File: config.mk
export PLATFORM = sky130hd
export DESIGN_NAME = console_msg_buffer
export DESIGN_NICKNAME = d
export VERILOG_FILES = /design/src/rtl/console_msg_buffer.sv
export SDC_FILE = /design/constraint.sdc
export NUM_CORES = 2
export LEC_CHECK = 0
export CAP_MARGIN = 0
export CORE_MARGIN = 3
export CORE_UTILIZATION = 63
export DETAILED_ROUTE_END_ITERATION = 12
export PLACE_DENSITY = 0.79
export SLEW_MARGIN = 10
export SYNTH_ARGS = -nofsm -noshare
export SYNTH_HDL_FRONTEND = slang
export SYNTH_SLANG_ARGS = --single-unit
File: constraint.sdc
create_clock -name clk -period 6.7 [get_ports clk]
set_clock_uncertainty 0.1 [all_clocks]
set_input_delay 1.675 -clock clk [delete_from_list [all_inputs] [get_ports clk]]
set_output_delay 1.675 -clock clk [all_outputs]
set_load 0.01 [all_outputs]
File: src/rtl/console_msg_buffer.sv
// Byte FIFO between the FIX engine output stream and the console slave bus, plus a one-deep CONN command latch.
// Optional EOM statistics counter at 0x03/0x04 is enabled by defining CONSOLE_MSG_BUFFER_STATS_EN.
module console_msg_buffer #(
  parameter int DEPTH = 256,
  parameter int AW    = 8
) (
  input  logic       clk,
  input  logic       reset,
  input  logic [7:0] slave_address,
  input  logic       slave_read,
  output logic [7:0] slave_readdata,
  input  logic       slave_write,
  input  logic [7:0] slave_writedata,
  input  logic       msg_valid,
  input  logic [7:0] msg_data,
  input  logic       msg_eom,
  output logic       msg_ready,
  output logic       cmd_valid,
  output logic [7:0] cmd_data,
  input  logic       cmd_ready
);

  localparam logic [AW:0] FULL_COUNT = (AW+1)'(DEPTH);

  logic [8:0]    mem [DEPTH];
  logic [AW-1:0] wr_ptr, rd_ptr;
  logic [AW:0]   count;
  logic [AW:0]   mcount;
  logic          cmd_overrun, underflow, last_eom;
  logic [8:0]    head;
  logic          full, empty, read_en, push, pop, flush, clear_sticky, conn_wr;
  logic [7:0]    status, mcount_sat, rd_value;

  assign head      = mem[rd_ptr];
  assign full      = (count == FULL_COUNT);
  assign empty     = (count == '0);
  assign msg_ready = ~full;

  // A simultaneous write wins over a read, so the read path is gated here.
  assign read_en      = slave_read & ~slave_write;
  assign flush        = slave_write && (slave_address == 8'h07) && slave_writedata[0];
  assign clear_sticky = slave_write && (slave_address == 8'h07) && slave_writedata[1];
  assign conn_wr      = slave_write && (slave_address == 8'h06);
  assign push         = msg_valid & msg_ready & ~flush;
  assign pop          = read_en && (slave_address == 8'h01) && !empty;

  always_ff @(posedge clk) begin
    if (push) mem[wr_ptr] <= {msg_eom, msg_data};
  end

  always_ff @(posedge clk or posedge reset) begin
    if (reset) begin
      wr_ptr   <= '0;
      rd_ptr   <= '0;
      count    <= '0;
      mcount   <= '0;
      last_eom <= 1'b0;
    end else if (flush) begin
      wr_ptr   <= '0;
      rd_ptr   <= '0;
      count    <= '0;
      mcount   <= '0;
      last_eom <= 1'b0;
    end else begin
      if (push) wr_ptr <= wr_ptr + 1'b1;
      if (pop) begin
        rd_ptr   <= rd_ptr + 1'b1;
        last_eom <= head[8];
      end
      case ({push, pop})
        2'b10:   count <= count + 1'b1;
        2'b01:   count <= count - 1'b1;
        default: count <= count;
      endcase
      case ({push & msg_eom, pop & head[8]})
        2'b10:   mcount <= mcount + 1'b1;
        2'b01:   mcount <= mcount - 1'b1;
        default: mcount <= mcount;
      endcase
    end
  end

  // A CONN write that lands while a command is still pending (even in its consume cycle) is an overrun.
  always_ff @(posedge clk or posedge reset) begin
    if (reset) begin
      cmd_valid   <= 1'b0;
      cmd_data    <= 8'h00;
      cmd_overrun <= 1'b0;
      underflow   <= 1'b0;
    end else begin
      if (conn_wr && !cmd_valid) begin
        cmd_valid <= 1'b1;
        cmd_data  <= slave_writedata;
      end else if (cmd_valid && cmd_ready) begin
        cmd_valid <= 1'b0;
      end
      if (clear_sticky) begin
        cmd_overrun <= 1'b0;
        underflow   <= 1'b0;
      end else begin
        if (conn_wr && cmd_valid) cmd_overrun <= 1'b1;
        if (read_en && (slave_address == 8'h01) && empty) underflow <= 1'b1;
      end
    end
  end

`ifdef CONSOLE_MSG_BUFFER_STATS_EN
  logic [15:0] stats_cnt;
  logic [7:0]  stats_snap;

  always_ff @(posedge clk or posedge reset) begin
    if (reset) begin
      stats_cnt  <= 16'h0000;
      stats_snap <= 8'h00;
    end else begin
      if (push && msg_eom) stats_cnt <= stats_cnt + 16'h0001;
      if (read_en && (slave_address == 8'h03)) stats_snap <= stats_cnt[15:8];
    end
  end
`endif

  assign status     = {1'b0, last_eom, !empty, underflow, cmd_overrun, cmd_valid, full, (mcount != '0)};
  assign mcount_sat = (32'(mcount) > 32'd255) ? 8'hFF : 8'(mcount);

  always_comb begin
    rd_value = 8'h00;
    case (slave_address)
      8'h00:   rd_value = status;
      8'h01:   rd_value = empty ? 8'h00 : head[7:0];
      8'h02:   rd_value = mcount_sat;
`ifdef CONSOLE_MSG_BUFFER_STATS_EN
      8'h03:   rd_value = stats_cnt[7:0];
      8'h04:   rd_value = stats_snap;
`endif
      default: rd_value = 8'h00;
    endcase
  end

  always_ff @(posedge clk or posedge reset) begin
    if (reset)        slave_readdata <= 8'h00;
    else if (read_en) slave_readdata <= rd_value;
  end

endmodule

# Yosys cells after proc, flatten, opt, wreduce, memory -nomap -nowiden
# Memories as Yosys holds them, arrays and structs flattened.
# Cells that the tools add are included.
# word_totals
ff_bits,54
mem_bits_rw,2304
in_bits,31
word_cells,78
memories,1
# mem_list
memory,words,width,read_ports,rd_ports_with_merged_regs,wr,line,rtl
mem,256,9,1,0,1,25,logic [8:0] mem [DEPTH];
# classes
addsub,6
magnitude_cmp,1
eq_ne,9
mux,21
bitwise,8
reduce_logical,22
# ops
op,count
$mux W8,6
$pmux W9 S2,2
$pmux W8 S3,1
$add A9 B1 Y9 const B,2
$mux W9,2
$sub A9 B1 Y9 const B,2
$add A8 B1 Y8 const B,2
$eq A8 B3 Y1 const B,2
$logic_and A1 B1 Y1,10
$mux W1,10
$reduce_bool A2 Y1,5
$eq A9 B9 Y1 const B,1
$gt A9 B8 Y1 const B,1
$logic_not A9 Y1,1
$reduce_bool A9 Y1,1
$eq A8 B1 Y1 const B,1
$eq A8 B2 Y1 const B,1
$logic_not A8 Y1,1
$reduce_bool A3 Y1,2
$and A1 B1 Y1,5
$eq A2 B1 Y1 const B,2
$eq A2 B2 Y1 const B,2
$not A1 Y1,3
$logic_not A1 Y1,2

# Depth between registers and ports, before layout
# depth
word_depth,9
ltp_mapped,23
ltp_nobuf,17

# Worst setup path after synthesis
# Ideal clock, no wire load.
# synth_timing
kind,input to register
from,input slave_address[5]
to,register mcount[8]
setup_ns,0.086
arrival_time_ns,5.711
required_ns,6.514
slack_ns,0.803
stages,18
path_buffers,2
cell_sequence,or4_1 > nor3_1 > and3_1 > clkbuf_1 > nor2_1 > nand2_1 > and4_1 > clkbuf_1 > ha_1 > a21o_1 > a21oi_1 > o21bai_1 > a21oi_1 > o21bai_1 > a21o_1 > or4_1 > and3_1 > nor3_1
# synth_via
elab_chain_len,9
# synth_lines
item,line,rtl
start: declaration,9,"input logic [7:0] slave_address,"
$eq A8 B3 Y1,41,assign flush = slave_write && (slave_address == 8'h07) && slave_writedata[0];
$logic_and A1 B1 Y1 (2 in a row),41,
$not A1 Y1,44,assign push = msg_valid & msg_ready & ~flush;
$and A1 B1 Y1,44,
$and A1 B1 Y1,75,"case ({push & msg_eom, pop & head[8]})"
$eq A2 B1 Y1 / $eq A2 B2 Y1 (equally long branches),75,
$pmux W9 S2,75,
$mux W9,58,end else if (flush) begin
end signal: assignment,76,2'b10: mcount <= mcount + 1'b1;
end signal: assignment,77,2'b01: mcount <= mcount - 1'b1;
end signal: assignment,78,default: mcount <= mcount;
end: declaration,28,logic [AW:0] mcount;
# Parallel ways exist; a longest one is shown, timed or not.
# A chain may end at the register's enable or synchronous reset.

# Worst setup path in the final report
# layout_timing
from,register rd_ptr[0]
to,register mcount[8]
# layout_via
elab_chain_len,5
# layout_lines
item,line,rtl
start: declaration,26,"logic [AW-1:0] wr_ptr, rd_ptr;"
start signal: assignment,67,rd_ptr <= rd_ptr + 1'b1;
$mem_v2 Z256 W9 (*),-,
$and A1 B1 Y1 (*),75,
$eq A2 B1 Y1 / $eq A2 B2 Y1 (equally long branches),75,
$pmux W9 S2,75,
$mux W9,58,
# Every way passes the cells marked *; elsewhere a longest branch is shown, timed or not.

==> summary.md <==
| Metric | Value |
|---|---|
| Post-Syn Area per Cell | around 20 um2 |
| Worst min-delay path class | reg2reg |
| Switch Pwr | approximately 7.1 mW |
| Worst path required time | 7.36 ns |
| GRT met1 Usage | between 40% and 50% |
| Power Dens Cells | between 300 and 400 nW/um2 |
| Die Height | 390 um |
| Top-area cell type share of the netlist area | roughly three quarters |
| GRT met2 Usage | between 40% and 50% |
| Cell taking the most area after synthesis | edfxtp_1 |
| Crit-path max cell delay | around 1.0 ns |
| Die Wd | approximately 400 um |
| Grt total ovfl | 0 |
| Gpl congestion | 0.892 |
| Top cells by area, synth | edfxtp_1 75%, mux4_2 11%, mux2i_1 3.7% |
| Internal | 23.8 mW |
| Area delta synth->final | 10.4% |
| FFs w/ async S/R, synth | 2.29% |
| Initial Util | 63.6% |
| Slew Viols, Final | 0 |
| Largest net degree at the start of global routing | ~180 |
| Worst EP arrival | about 6.7 ns |
| Post-route antenna net violation count | 0 |
| Commonest cells post-synth | 2304 x edfxtp_1, 457 x mux4_2, 345 x nor2_1, 344 x mux2i_1, 166 x o221ai_1 |
| H-tree levels | 4 |
| Detailed-route DRC error count | 0 |
| Row count | 140 |
| Postcts setup bufs | 0 |
| Gr busiest metal | met2 |
| Count of cell types in the netlist | 64 |
| Slew HR | a little over 7% |
| CP cell instances | buf_4 > mux4_2 > o22ai_1 > o21ai_0 > and4_1 > or2_1 > and4_1 > fa_1 > a21o_1 > a21oi_1 > o21bai_1 > a21oi_1 > o21bai_1 > a21o_1 > or4_1 > and3_1 > nor3_1 |
| Minimum clock period | between 6 and 7 ns |
| DP Area | 95300 um2 |
| Final period util | around nine tenths |
| Final setup vio count | 0 |
| RSZ-0062 raised after global routing | no |
| Root Buffer | clkbuf_16 |
| Final Hold Fails | 0 |
| Critical path type | reg2reg |
| Top-count cell post-synth | edfxtp_1 |
| Crit. End Element | register |
| Post_cts resized | 0 |
| PortBufs | 48 |
| Multi-input gate area | just over 20000 um2 |
| Top_reg_cell synth | edfxtp_1 |
| Die area | 152000 um2 |
| Fmax | between 150 and 200 MHz |
| Fill count | between 8000 and 9000 |
| Share of power burned in registers | a little over half |
| CTS max path bufs | 3 |
| Power share of the clock group | between 30 and 40% |
| Mapped Area | slightly above 90000 um2 |
| Worst-Margin Slew | approximately 1.4 ns |
| Initial DRC Count | 7960 |
| Setup tns final | 0 ns |
| #FFs+latches synth | 2358 |
| MaxCap Viol Count | 0 |
| FF/Latch Area | about 70000 um2 |
| Placeable Area | 146000 um2 |
| Yosys warnings | 0 |
| Top Family by Delay on Critical Path | simple AND/OR/NAND/NOR gates |
| Slowest cell on crit path | dfrtp_4 |
| Wirelength per Cell | around 34 um |
| WL final | between 200 and 250 mm |
| First-pass GRT wire length | 343 mm |
| Via count | 49052 |
| Cell leakage power | 30.8 nW |
| Comb pwr share | 6.9% |
| Max FO, Critical Path | 40 |
| CTS Sinks | around 2400 |
| Layout Utilization | 70.2% |
| DP HPWL | around 140 mm |
| CTS tree | yes |
| Worst-path clk slew | 0.06 ns |
| Grt met3 use | about 9.6% |
| Initial antenna violation count | 11 |
| CP Launch Type | register |
| Hold Buf Count CTS | 0 |
| WP buf/inv | 1 |
| Boundary Pins | 49 |
| CTS buffer count | 222 |
| VDD IR-drop max | just under 0.3 mV |
| Final #Nets | just under 5000 |
| Vias in the first global route | a little under 50000 |
| Status | finished clean |
| Worst skew pair latency | ~0.85 ns |
| Fraction of layout cells with a size suffix above 1 | roughly a fifth |
| Via density | roughly 7.1 |
| Post-Synthesis Cells | between 4000 and 5000 |
| Register area share after synthesis | between 70% and 80% |
| Switching Share | 22.9% |
| TritonRoute pass-1 iters | 8 |
| Final Cell Area | 102000 um2 |
| Global router's overall resource usage | 31.6% |
| Post-Syn Nets | ~4700 |
| Number of synthesized flops with an enable pin | roughly 2300 |
[placed cells by master, fill, tap and decap left out, types with 7 or more instances in the layout]
cell type        instances
a211oi_1                22
a21oi_1                150
buf_12                  13
buf_4                  126
bufinv_16               17
clkbuf_1                44
clkbuf_16              223
clkbuf_8                15
clkdlybuf4s50_1         39
clkinv_1                49
clkinv_2                50
clkinvlp_4              10
dfrtp_1                 46
edfxtp_1              2304
ha_1                    19
inv_1                   13
inv_6                    9
mux2_2                  10
mux2i_1                344
mux4_1                   7
mux4_2                 457
nand2_1                 76
nand3_1                 37
nand4_1                  8
nor2_1                 344
nor2b_1                 13
nor3_1                  41
o21ai_0                 53
o21bai_1                 8
o221ai_1               166
o22ai_1                 96
xnor2_1                 20
xor2_1                   7
[cells by family (layout without fill, tap and decap cells)]
logic type | count (synthesis) | count (layout) | share of synthesized area [%]
AND/OR/NAND/NOR | 559 | 559 | 2.54
XOR/XNOR | 27 | 27 | 0.255
AO/OA/AOI/OAI | 541 | 541 | 3.96
other | 0 | 3 | 0
flip-flops | 2358 | 2358 | 76.0
buffers and inverters | 296 | 617 | 1.77
adder cells (fa/ha/maj) | 21 | 21 | 0.299
multiplexers | 818 | 818 | 15.1
[final timing paths]
kind,start,to,slack [ns],cells past startpoint
max,rd_ptr[0],mcount[8],0.64,17
min,slave_readdata[3],slave_readdata[3],0.38,2
max reg2reg,rd_ptr[0],mcount[8],0.64,17
min reg2reg,slave_readdata[3],slave_readdata[3],0.38,2
max in group asynchronous,reset,rd_ptr[1],4.63,3
min in group asynchronous,reset,count[5],1.27,3
[per-layer routing]
layer / routed length (um) / part of all wire (%)
met2: 109000 / 46
met3: 33100 / 14
met1: 82400 / 35
met5: 61 / 0.026
met4: 11800 / 5.0
[worst register-to-register path, delay by kind of cell, from the launching register on]
kind	cells	cell delay, ns
and+or+nand+nor	6	1.83
AOI/OAI and AO/OA	8	1.48
DFF	1	1.04
muxes	1	0.57
buffers and inverters	1	0.51
adders and majority gates	1	0.42
[state kept, by name, summed over array words and instances (netlist names)]
name / cells
mem: 2304
count: 9
cmd_data: 8
wr_ptr: 8
slave_readdata: 8
mcount: 9
cmd_valid: 1
cmd_overrun: 1
rd_ptr: 8
last_eom: 1
underflow: 1
[cell type report]
| cell class | count | share of cell area [%] |
|---|---|---|
| timing repair buffer | 187 | 1.68 |
| inverter | 17 | 0.0697 |
| clock buffer | 273 | 5.69 |
| clock inverter | 140 | 1.18 |
| antenna | 3 | 0.00733 |
| tap | 1917 | 2.34 |
| multi-input combinational | 1966 | 20.1 |
| sequential | 2358 | 68.9 |
[power by group through the flow]
stage | Sequential, mW | Combinational (mW) | Clock (mW)
2_1_floorplan | 16.7 | 1.13 | 0
3_3_place_gp | 16.8 | 2.00 | 0
3_5_place_dp | 16.8 | 2.05 | 0
4_1_cts | 16.5 | 2.07 | 12.3
5_1_grt | 16.5 | 2.20 | 12.8
6_report | 16.5 | 2.13 | 12.2
[per-stage QoR]
step | setup WS (ns) | std cells | hold slack, ns | total power, mW
2_1_floorplan | 0.803 | 4620 | 0.370 | 17.9
3_3_place_gp | 0.677 | 6445 | 0.363 | 18.8
3_5_place_dp | 0.672 | 6445 | 0.365 | 18.9
4_1_cts | 0.804 | 6858 | 0.379 | 30.9
5_1_grt | 0.425 | 6858 | 0.413 | 31.6
6_report | 0.642 | 6861 | 0.379 | 30.9
(Power assumes the default switching activity.)
